`src/rtl/mem_access_arbiter_pkg.sv`:
```
// Shared constants and types for the CHIP-8 multi-port memory arbiter.
// Port indices name the three clients: opcode fetch, execute unit and display.
package chip8_mem_pkg;

    localparam int          ADDR_W_DEF   = 12;
    localparam int          DATA_W_DEF   = 8;
    localparam logic [11:0] PROT_END_DEF = 12'h200;

    localparam int PORT_FETCH = 0;
    localparam int PORT_EXEC  = 1;
    localparam int PORT_DISP  = 2;

    typedef enum logic {
        IDLE  = 1'b0,
        BURST = 1'b1
    } state_t;

    // Index width that stays legal when only one port exists.
    function automatic int idxWidth(input int n);
        return (n > 1) ? $clog2(n) : 1;
    endfunction

endpackage

```
`src/rtl/mem_access_arbiter_if.sv`:
```
// Client request/beat bus plus RAM-side signals of the memory arbiter.
// The arbiter uses the slave view; clients and the RAM model use the master view.
interface mem_access_arbiter_if
    import chip8_mem_pkg::*;
#(
    parameter int NUM_PORTS = 3,
    parameter int ADDR_W    = ADDR_W_DEF,
    parameter int DATA_W    = DATA_W_DEF,
    parameter int LEN_W     = 4
);
    logic [NUM_PORTS-1:0]        req_valid;
    logic [NUM_PORTS-1:0]        req_ready;
    logic [NUM_PORTS-1:0]        req_write;
    logic [NUM_PORTS*ADDR_W-1:0] req_addr;
    logic [NUM_PORTS*LEN_W-1:0]  req_len;
    logic [NUM_PORTS-1:0]        wr_ready;
    logic [LEN_W-1:0]            wr_beat;
    logic [NUM_PORTS*DATA_W-1:0] wr_data;
    logic [NUM_PORTS-1:0]        rd_valid;
    logic                        rd_last;
    logic [DATA_W-1:0]           rd_data;
    logic [NUM_PORTS-1:0]        prot_err;
    logic                        busy;
    logic                        mem_en;
    logic                        mem_we;
    logic [ADDR_W-1:0]           mem_addr;
    logic [DATA_W-1:0]           mem_wdata;
    logic [DATA_W-1:0]           mem_rdata;

    modport slave (
        input  req_valid, req_write, req_addr, req_len, wr_data, mem_rdata,
        output req_ready, wr_ready, wr_beat, rd_valid, rd_last, rd_data,
               prot_err, busy, mem_en, mem_we, mem_addr, mem_wdata
    );

    modport master (
        output req_valid, req_write, req_addr, req_len, wr_data, mem_rdata,
        input  req_ready, wr_ready, wr_beat, rd_valid, rd_last, rd_data,
               prot_err, busy, mem_en, mem_we, mem_addr, mem_wdata
    );

endinterface

```
`src/rtl/mem_access_arbiter_rr_arbiter.sv`:
```
// Combinational round-robin picker: first requester at or after the pointer,
// searching upward with wrap, as both a one-hot grant and an index.
module rr_arbiter
    import chip8_mem_pkg::*;
#(
    parameter int NUM_PORTS = 3,
    parameter int IDX_W     = idxWidth(NUM_PORTS)
) (
    input  logic [NUM_PORTS-1:0] i_req,
    input  logic [IDX_W-1:0]     i_ptr,
    output logic [NUM_PORTS-1:0] o_grant,
    output logic [IDX_W-1:0]     o_idx,
    output logic                 o_any
);

    // Offset k from the pointer maps to port j either directly or after one wrap.
    always_comb begin
        o_grant = '0;
        o_idx   = '0;
        o_any   = 1'b0;
        for (int k = 0; k < NUM_PORTS; k++) begin
            for (int j = 0; j < NUM_PORTS; j++) begin
                if (!o_any && i_req[j] &&
                    ((int'(i_ptr) + k == j) || (int'(i_ptr) + k == j + NUM_PORTS))) begin
                    o_any      = 1'b1;
                    o_grant[j] = 1'b1;
                    o_idx      = IDX_W'(j);
                end
            end
        end
    end

endmodule

```
`src/rtl/mem_access_arbiter.sv`:
```
// Multi-port burst arbiter in front of the 4 KB single-port CHIP-8 RAM, with
// round-robin grants, 12-bit address wrap and write protection of low memory.
module mem_access_arbiter
    import chip8_mem_pkg::*;
#(
    parameter int                NUM_PORTS = 3,
    parameter int                ADDR_W    = ADDR_W_DEF,
    parameter int                DATA_W    = DATA_W_DEF,
    parameter int                MAX_BURST = 16,
    parameter int                LEN_W     = $clog2(MAX_BURST),
    parameter bit                PROT_EN   = 1'b1,
    parameter logic [ADDR_W-1:0] PROT_END  = ADDR_W'(PROT_END_DEF)
) (
    input logic                 clk,
    input logic                 rst,
    mem_access_arbiter_if.slave bus
);

    localparam int IDX_W = idxWidth(NUM_PORTS);

    state_t               r_state;
    state_t               w_nextState;
    logic [IDX_W-1:0]     r_rrPtr;
    logic [IDX_W-1:0]     r_owner;
    logic                 r_write;
    logic [ADDR_W-1:0]    r_addr;
    logic [LEN_W-1:0]     r_len;
    logic [LEN_W-1:0]     r_beat;
    logic                 r_rdPend;
    logic [IDX_W-1:0]     r_rdOwner;
    logic                 r_rdLast;

    logic [NUM_PORTS-1:0] w_grant;
    logic [IDX_W-1:0]     w_grantIdx;
    logic                 w_grantAny;
    logic                 w_accept;
    logic [IDX_W-1:0]     w_nextPtr;
    logic [ADDR_W-1:0]    w_selAddr;
    logic [LEN_W-1:0]     w_selLen;
    logic                 w_selWrite;
    logic [DATA_W-1:0]    w_ownerWdata;
    logic [ADDR_W-1:0]    w_beatAddr;
    logic                 w_lastBeat;
    logic                 w_blocked;
    logic [NUM_PORTS-1:0] w_ownerOh;
    logic [NUM_PORTS-1:0] w_rdOwnerOh;

    rr_arbiter #(
        .NUM_PORTS (NUM_PORTS),
        .IDX_W     (IDX_W)
    ) u_rrArbiter (
        .i_req   (bus.req_valid),
        .i_ptr   (r_rrPtr),
        .o_grant (w_grant),
        .o_idx   (w_grantIdx),
        .o_any   (w_grantAny)
    );

    // Acceptance is held off while reset is asserted so no request is lost.
    assign w_accept    = (r_state == IDLE) && w_grantAny && !rst;
    assign w_nextPtr   = (w_grantIdx == IDX_W'(NUM_PORTS - 1)) ? '0 : w_grantIdx + 1'b1;
    assign w_beatAddr  = r_addr + ADDR_W'(r_beat);
    assign w_lastBeat  = (r_beat == r_len);
    assign w_blocked   = PROT_EN && (w_beatAddr < PROT_END);
    assign w_ownerOh   = NUM_PORTS'(1) << r_owner;
    assign w_rdOwnerOh = NUM_PORTS'(1) << r_rdOwner;

    always_comb begin
        w_ownerWdata = '0;
        w_selAddr    = '0;
        w_selLen     = '0;
        w_selWrite   = 1'b0;
        for (int p = 0; p < NUM_PORTS; p++) begin
            if (r_owner == IDX_W'(p)) begin
                w_ownerWdata = bus.wr_data[p*DATA_W +: DATA_W];
            end
            if (w_grantIdx == IDX_W'(p)) begin
                w_selAddr  = bus.req_addr[p*ADDR_W +: ADDR_W];
                w_selLen   = bus.req_len[p*LEN_W +: LEN_W];
                w_selWrite = bus.req_write[p];
            end
        end
    end

    always_comb begin
        w_nextState   = r_state;
        bus.req_ready = '0;
        bus.wr_ready  = '0;
        bus.wr_beat   = '0;
        bus.prot_err  = '0;
        bus.busy      = 1'b0;
        bus.mem_en    = 1'b0;
        bus.mem_we    = 1'b0;
        bus.mem_addr  = '0;
        bus.mem_wdata = '0;
        case (r_state)
            IDLE: begin
                if (w_accept) begin
                    bus.req_ready = w_grant;
                    w_nextState   = BURST;
                end
            end
            BURST: begin
                bus.busy     = 1'b1;
                bus.mem_en   = 1'b1;
                bus.mem_addr = w_beatAddr;
                // Blocked write beats still consume a cycle so the client's beat count stays aligned.
                if (r_write) begin
                    bus.wr_ready  = w_ownerOh;
                    bus.wr_beat   = r_beat;
                    bus.mem_wdata = w_ownerWdata;
                    bus.mem_we    = !w_blocked;
                    bus.prot_err  = w_blocked ? w_ownerOh : '0;
                end
                if (w_lastBeat) begin
                    w_nextState = IDLE;
                end
            end
            default: w_nextState = IDLE;
        endcase
    end

    always_ff @(posedge clk) begin
        if (rst) begin
            r_state   <= IDLE;
            r_rrPtr   <= '0;
            r_owner   <= '0;
            r_write   <= 1'b0;
            r_addr    <= '0;
            r_len     <= '0;
            r_beat    <= '0;
            r_rdPend  <= 1'b0;
            r_rdOwner <= '0;
            r_rdLast  <= 1'b0;
        end else begin
            r_state   <= w_nextState;
            r_rdPend  <= (r_state == BURST) && !r_write;
            r_rdOwner <= r_owner;
            r_rdLast  <= w_lastBeat;
            if (w_accept) begin
                r_owner <= w_grantIdx;
                r_write <= w_selWrite;
                r_addr  <= w_selAddr;
                r_len   <= w_selLen;
                r_beat  <= '0;
                r_rrPtr <= w_nextPtr;
            end else if (r_state == BURST) begin
                r_beat <= w_lastBeat ? '0 : r_beat + 1'b1;
            end
        end
    end

    // Read data returns one cycle after its beat, independent of the FSM state.
    assign bus.rd_valid = r_rdPend ? w_rdOwnerOh : '0;
    assign bus.rd_last  = r_rdPend & r_rdLast;
    assign bus.rd_data  = r_rdPend ? bus.mem_rdata : '0;

endmodule
```
`src/flat_wrapper.sv`:
```
// flat-port wrapper written by rule: the top's interface ports become plain ports
module mem_access_arbiter_flat import chip8_mem_pkg::*;
#(
    parameter int                NUM_PORTS = 3,
    parameter int                ADDR_W    = ADDR_W_DEF,
    parameter int                DATA_W    = DATA_W_DEF,
    parameter int                MAX_BURST = 16,
    parameter int                LEN_W     = $clog2(MAX_BURST),
    parameter bit                PROT_EN   = 1'b1,
    parameter logic [ADDR_W-1:0] PROT_END  = ADDR_W'(PROT_END_DEF)
)
  (clk, rst, bus_req_valid, bus_req_write, bus_req_addr, bus_req_len, bus_wr_data, bus_mem_rdata, bus_req_ready, bus_wr_ready, bus_wr_beat, bus_rd_valid, bus_rd_last, bus_rd_data, bus_prot_err, bus_busy, bus_mem_en, bus_mem_we, bus_mem_addr, bus_mem_wdata);
  mem_access_arbiter_if #(.NUM_PORTS(NUM_PORTS), .ADDR_W(ADDR_W), .DATA_W(DATA_W), .LEN_W(LEN_W)) bus_i ();
  input logic clk;
  input logic rst;
  input wire logic [$bits(bus_i.req_valid)-1:0] bus_req_valid;
  input wire logic [$bits(bus_i.req_write)-1:0] bus_req_write;
  input wire logic [$bits(bus_i.req_addr)-1:0] bus_req_addr;
  input wire logic [$bits(bus_i.req_len)-1:0] bus_req_len;
  input wire logic [$bits(bus_i.wr_data)-1:0] bus_wr_data;
  input wire logic [$bits(bus_i.mem_rdata)-1:0] bus_mem_rdata;
  output wire logic [$bits(bus_i.req_ready)-1:0] bus_req_ready;
  output wire logic [$bits(bus_i.wr_ready)-1:0] bus_wr_ready;
  output wire logic [$bits(bus_i.wr_beat)-1:0] bus_wr_beat;
  output wire logic [$bits(bus_i.rd_valid)-1:0] bus_rd_valid;
  output wire logic [$bits(bus_i.rd_last)-1:0] bus_rd_last;
  output wire logic [$bits(bus_i.rd_data)-1:0] bus_rd_data;
  output wire logic [$bits(bus_i.prot_err)-1:0] bus_prot_err;
  output wire logic [$bits(bus_i.busy)-1:0] bus_busy;
  output wire logic [$bits(bus_i.mem_en)-1:0] bus_mem_en;
  output wire logic [$bits(bus_i.mem_we)-1:0] bus_mem_we;
  output wire logic [$bits(bus_i.mem_addr)-1:0] bus_mem_addr;
  output wire logic [$bits(bus_i.mem_wdata)-1:0] bus_mem_wdata;
  assign bus_i.req_valid = bus_req_valid;
  assign bus_i.req_write = bus_req_write;
  assign bus_i.req_addr = bus_req_addr;
  assign bus_i.req_len = bus_req_len;
  assign bus_i.wr_data = bus_wr_data;
  assign bus_i.mem_rdata = bus_mem_rdata;
  assign bus_req_ready = bus_i.req_ready;
  assign bus_wr_ready = bus_i.wr_ready;
  assign bus_wr_beat = bus_i.wr_beat;
  assign bus_rd_valid = bus_i.rd_valid;
  assign bus_rd_last = bus_i.rd_last;
  assign bus_rd_data = bus_i.rd_data;
  assign bus_prot_err = bus_i.prot_err;
  assign bus_busy = bus_i.busy;
  assign bus_mem_en = bus_i.mem_en;
  assign bus_mem_we = bus_i.mem_we;
  assign bus_mem_addr = bus_i.mem_addr;
  assign bus_mem_wdata = bus_i.mem_wdata;
  mem_access_arbiter #(.NUM_PORTS(NUM_PORTS), .ADDR_W(ADDR_W), .DATA_W(DATA_W), .MAX_BURST(MAX_BURST), .LEN_W(LEN_W), .PROT_EN(PROT_EN), .PROT_END(PROT_END)) u_core (.clk(clk), .rst(rst), .bus(bus_i));
endmodule
```
`config.mk`:
```
export PLATFORM = sky130hd
export DESIGN_NAME = mem_access_arbiter_flat
export DESIGN_NICKNAME = d
export VERILOG_FILES = /design/src/rtl/mem_access_arbiter_pkg.sv /design/src/rtl/mem_access_arbiter_if.sv /design/src/rtl/mem_access_arbiter_rr_arbiter.sv /design/src/rtl/mem_access_arbiter.sv /design/src/flat_wrapper.sv
export SDC_FILE = /design/constraint.sdc
export NUM_CORES = 1
export LEC_CHECK = 0
export BUFFER_PORTS_ARGS = -buffer_cell sky130_fd_sc_hd__buf_2
export CAP_MARGIN = 20
export CORE_AREA = 2 2 91 71
export CTS_BUF_LIST = sky130_fd_sc_hd__clkbuf_4 sky130_fd_sc_hd__clkbuf_8
export CTS_CLUSTER_DIAMETER = 80
export CTS_CLUSTER_SIZE = 16
export DETAILED_ROUTE_END_ITERATION = 7
export DIE_AREA = 0 0 93 73
export PLACE_DENSITY_LB_ADDON = 0.05
export SLEW_MARGIN = 15
export SYNTH_ARGS = -nofsm -noshare
export SYNTH_HDL_FRONTEND = slang
export SYNTH_HIERARCHICAL = 1
export SYNTH_SLANG_ARGS = --single-unit
```
`constraint.sdc`:
```
create_clock -name clk -period 2 [get_ports clk]
set_input_delay 0.3 -clock clk [delete_from_list [all_inputs] [get_ports clk]]
set_output_delay 0.3 -clock clk [all_outputs]
set_load 0.01 [all_outputs]
```
; ---- Yosys cells after proc, flatten, opt, wreduce, memory -nomap -nowiden
; Cells that the tools add are included.
[word_totals]
register_bits = 30
inputBits = 88
word_cells = 141
[op_classes]
add_sub_neg = 5
order_cmp = 1
n_eq_ne = 18
shift = 2
n_mux = 59
n_bitwise = 2
reduce_logical = 44
[ops]
columns = op, n
row1 = $eq A32 B3 Y1 const B, 4
row2 = $logic_not A32 Y1, 3
row3 = $eq A32 B2 Y1 const B, 2
row4 = $eq A32 B4 Y1 const B, 2
row5 = $mux W12, 4
row6 = $mux W8, 6
row7 = $mux W1, 26
row8 = $mux W3, 8
row9 = $mux W4, 6
row10 = $logic_and A1 B1 Y1, 20
row11 = $mux W2, 8
row12 = $add A12 B4 Y12, 1
row13 = $lt A12 B10 Y1 const B, 1
row14 = $logic_not A1 Y1, 11
row15 = $eq A2 B2 Y1 const B, 4
row16 = $logic_or A1 B1 Y1, 7
row17 = $eq A2 B1 Y1 const B, 3
row18 = $eq A3 B3 Y1 const B, 2
row19 = $shl A1 B2 Y3 const A, 2
row20 = $add A4 B1 Y4 const B, 1
row21 = $eq A4 B4 Y1, 1
row22 = $logic_not A2 Y1, 2
row23 = $add A2 B1 Y3 const B, 1
row24 = $add A2 B2 Y3 const B, 1
row25 = other kinds (5), 5

; ---- Depth between registers and ports, before layout
[logic_depth]
word_depth = 40
mapped_depth = 10
depth_no_buf = 8

; ---- By module
; Netlist, hierarchy kept.
[modules_own_cells]
columns = module, instances, cells_each, area_each_um2, seq_area_each_um2
row1 = mem_access_arbiter, 1, 280, 2214.6, 600.6
row2 = rr_arbiter, 1, 19, 142.6, 0.0

; ---- Worst setup path before layout
; OpenSTA, ideal clock, no wires.
[synth_path]
kind = reg-to-output
startpoint = register u_core.r_beat[0]
endpoint = output port bus_mem_we
t_arrival_ns = 1.850
slack_ns = -0.150
path_stages_with_launch = 7
path_buffers = 0
path_cell_list = dfxtp_1 ha_1 fa_1 nand3_1 nand2_1 nor4bb_4 nor4_1
[synth_via]
elab_chain_len = 5
[synth_lines]
columns = item, line
row1 = "start, declared", mem_access_arbiter.sv:28  ; logic [LEN_W-1:0] r_beat;
row2 = "start signal, assigned", mem_access_arbiter.sv:148  ; r_beat <= w_lastBeat ? '0 : r_beat + 1'b1;
row3 = $add A12 B4 Y12, mem_access_arbiter.sv:62  ; assign w_beatAddr = r_addr + ADDR_W'(r_beat);
row4 = $lt A12 B10 Y1, mem_access_arbiter.sv:64  ; assign w_blocked = PROT_EN && (w_beatAddr < PROT_END);
row5 = $logic_not A1 Y1, mem_access_arbiter.sv:112  ; bus.mem_we = !w_blocked;
row6 = $mux W1, mem_access_arbiter.sv:108  ; if (r_write) begin
row7 = $mux W1, mem_access_arbiter.sv:96  ; case (r_state)
row8 = "end, declared", flat_wrapper.sv:31  ; output wire logic [$bits(bus_i.mem_we)-1:0] bus_mem_we;
; No other way between the ends.

; ---- Worst setup path in the final report
[layout_path]
startpoint = register u_core.r_beat[1]
endpoint = output port bus_prot_err[1]
[layout_via]
elab_chain_len = 5
[layout_lines]
columns = item, line
row1 = $add A12 B4 Y12, mem_access_arbiter.sv:62
row2 = $lt A12 B10 Y1, mem_access_arbiter.sv:64
row3 = $mux W3, mem_access_arbiter.sv:113  ; bus.prot_err = w_blocked ? w_ownerOh : '0;
row4 = $mux W3, mem_access_arbiter.sv:108
row5 = $mux W3, mem_access_arbiter.sv:96
row6 = "end, declared", flat_wrapper.sv:28  ; output wire logic [$bits(bus_i.prot_err)-1:0] bus_prot_err;
; No other way between the ends.

==> qor.txt <==
status: finished with violations
failing checks: setup timing
relative slew slack: 0.776
Setup Skew: 0.00514 ns
Post-Syn Area: 0.00236 mm2
number of flops mapped to enable cells by yosys: 0
M3 GR Usage: 0.0382
post-synth top area share: 0.255
met1 Track Usage GR: 0.273
clk_lat worst skew: 0.28 ns
pin slew with the least headroom to its limit: 0.334 ns
Core Area: 0.00601 mm2
Clock Sinks: 30
Post-Syn Nets: 395
final worst slack: -0.226 ns
period utilisation layout: 1.11
sequential-to-total area share from yosys stat: 0.255
Tot Pwr: 3.86 mW
Hold Buf Count CTS: 0
ant diodes: 0
initial antenna violation count: 0
Top Usage Layer GRT: met2
leakage: 1.78 nW
PwrDens: 1030 mW/mm2
DP Worst Slack: -0.0249 ns
Setup crit end kind: primary output
IO Pins: 136
Port Buffer Count: 135
crit path from: u_core/r_beat[1]$_SDFFE_PP0P_
setup violators final: 16
DR DRC count: 0
Mapped Avg Cell Area: 7.88 um2
cts bufs inserted: 5
Reg2Reg Launch Point: u_core/r_rrPtr[0]$_SDFFE_PP0P_
fin area: 0.00377 mm2
Crit path required time: 1.70 ns
Die Wd: 93 um
most common cell in the synthesized netlist: nand2_1
global-route total usage across every layer: 0.202
first-pass iteration count of the detailed router: 4
CP Data Arrival Time: 1.93 ns
DIE AREA: 0.00679 mm2
max-slew violation count: 0
vias in the first global route: 2471
layout cells sized above 1: 0.517
cell count after synthesis: 299
Worst Hold Class: in -> reg
initial DRC count: 108
Synth-to-Final Area Change: 59.9%
worst-case clock buffer depth: 2
worst reg2reg path depth: 9
Placer Congestion: 0.822
nets: 562
H-tree depth: 2
clock slew at reported path FFs: 0.07 ns
Synth area leaders: dfxtp_1 (25%), mux2i_1 (11%), a22o_1 (6.7%), nand2_1 (5.4%), nor2_1 (4.9%)
pin count of the biggest net entering global routing: 22
die height: 73 um
vias: 2819
CTS tree: built
maxcap violations: 0
worst ir drop on vdd: 540 uV
Placed Area: 0.00326 mm2
routing usage on met2: 0.346
FP Rows: 25
Seq cells post-synth: 30
total routed wirelength: 7.35 mm
Setup crit end: bus_prot_err[1]
unrepaired setup endpoints after global routing: true
hpwl dp: 5.36 mm
WS Path Type: reg -> out
synth cell count leaders: nand2_1 (34), nor2_1 (31), dfxtp_1 (30)
yosys warns: 6
Layout Cells excl Fill: 547
crit-path max FO: 4
Top FF cell, synth: dfxtp_1
WL/cell: 13.4 um
f_max: 0.449 GHz
Overflow after GRT: 0
number of distinct library cells after synthesis: 52
root buffer cell: clkbuf_8
R2R Path End: u_core/r_beat[2]$_SDFFE_PP0P_
antenna viol nets, final: 0
ys async rst share: 0
startpoint types: flip-flop
initial core utilization: 0.393
Final Critical Period: 2.23 ns
Via-to-Cell Ratio: 5.15
Hold Violations, Final: 0
post-synth top area cell: dfxtp_1
Inst Count DP: 520
Reg2Reg Setup Slack: -0.01 ns
first-pass GRT wire length: 11.2 mm
critical path, stage by stage (launching register included):
cell      delay (ns)
dfxtp_2         0.34
ha_4            0.24
a211o_4         0.35
a21oi_4         0.21
nor4bb_4        0.09
o31a_1          0.28
buf_2           0.14
per-layer routing:
layer  vias to the layer above  routed length (um)
met5                         -                   0
met3                         4                 463
li1                       1408                   -
met1                      1306                3350
met4                         0                  31
met2                       101                3510
how the worst min path moves through the flow:
stage | slack [ns] | cells past startpoint | from | end
3_5_place_dp | 0.47 | 2 | u_core/r_rrPtr[1]$_SDFFE_PP0P_ | u_core/r_rrPtr[1]$_SDFFE_PP0P_
6_report | 0.33 | 2 | rst | u_core/r_rdOwner[0]$_SDFF_PP0_
3_3_place_gp | 0.47 | 2 | u_core/r_rrPtr[1]$_SDFFE_PP0P_ | u_core/r_rrPtr[1]$_SDFFE_PP0P_
2_1_floorplan | 0.44 | 2 | u_core/r_rrPtr[1]$_SDFFE_PP0P_ | u_core/r_rrPtr[1]$_SDFFE_PP0P_
4_1_cts | 0.31 | 2 | rst | u_core/r_rdOwner[0]$_SDFF_PP0_
5_1_grt | 0.34 | 2 | rst | u_core/r_rdOwner[1]$_SDFF_PP0_
report_power, final:
group	switching [mW]	total, mW	internal, mW
logic	1.15	2.33	1.18
clock network	0.224	0.457	0.233
registers	0.261	1.08	0.818
total	1.63	3.86	2.23
timing repair:
action                                  4_1_cts  5_1_grt
gates resized for setup                      26       41
gates cloned                                  1        2
setup buffers                                12        7
pin swaps                                    17       24
endpoints found under the setup margin       17       36
per-stage QoR:
step	setup TNS (ns)	util	hold WS (ns)
detailed placement	-0.0768	0.544	0.473
global placement	-0.00118	0.544	0.469
global route	-3.63	0.628	0.343
finish	-2.31	0.628	0.326
floorplan	0	-	0.442
CTS	-2.55	0.594	0.312
registers in the layout (all words and copies together) (netlist names):
signal and cells:
u_core/r_addr 12, u_core/r_rdOwner 2, u_core/r_beat 4, u_core/r_rdPend 1
u_core/r_rrPtr 2, u_core/r_owner 2, u_core/r_write 1, u_core/r_rdLast 1
u_core/r_state 1, u_core/r_len 4
cell usage in the layout (no fill, tap or decap), types with 3 or more instances in the layout:
cell type | synthesis | routed
buf_6 | 3 | 13
nand3_1 | 5 | 4
nor2_1 | 31 | 29
and3_1 | 4 | 4
nor3_1 | 4 | 4
ha_4 | 0 | 6
o21ai_1 | 18 | 20
buf_2 | 4 | 134
dfxtp_1 | 30 | 21
dfxtp_2 | 0 | 8
and2_1 | 16 | 13
a21oi_2 | 1 | 4
o31a_1 | 3 | 3
inv_2 | 1 | 3
xnor2_1 | 9 | 8
a21oi_1 | 20 | 17
nand2_1 | 34 | 32
or3_1 | 5 | 3
buf_4 | 3 | 30
mux2i_1 | 25 | 24
a22o_1 | 18 | 18
inv_1 | 5 | 3
clkbuf_8 | 0 | 5
cell families after synthesis:
logic type      Yosys count  share of synthesized area
flops                    30                      0.255
xor+xnor                  9                     0.0334
mux                      25                      0.106
simple gates            119                      0.263
buf+inv                  27                     0.0605
compound gates           81                      0.237
fa+ha+maj                 8                     0.0456
final cells by class:
cell class                      count  area, um2
Clock buffer                        5       68.8
Clock inverter                      2       10.0
Fill cell                         549       2240
Inverter                            7       28.8
Multi-Input combinational cell    243       1860
Sequential cell                    30        614
Tap cell                           81        101
Timing Repair Buffer              179       1090
Note: power is estimated with default switching activity, not from simulation.
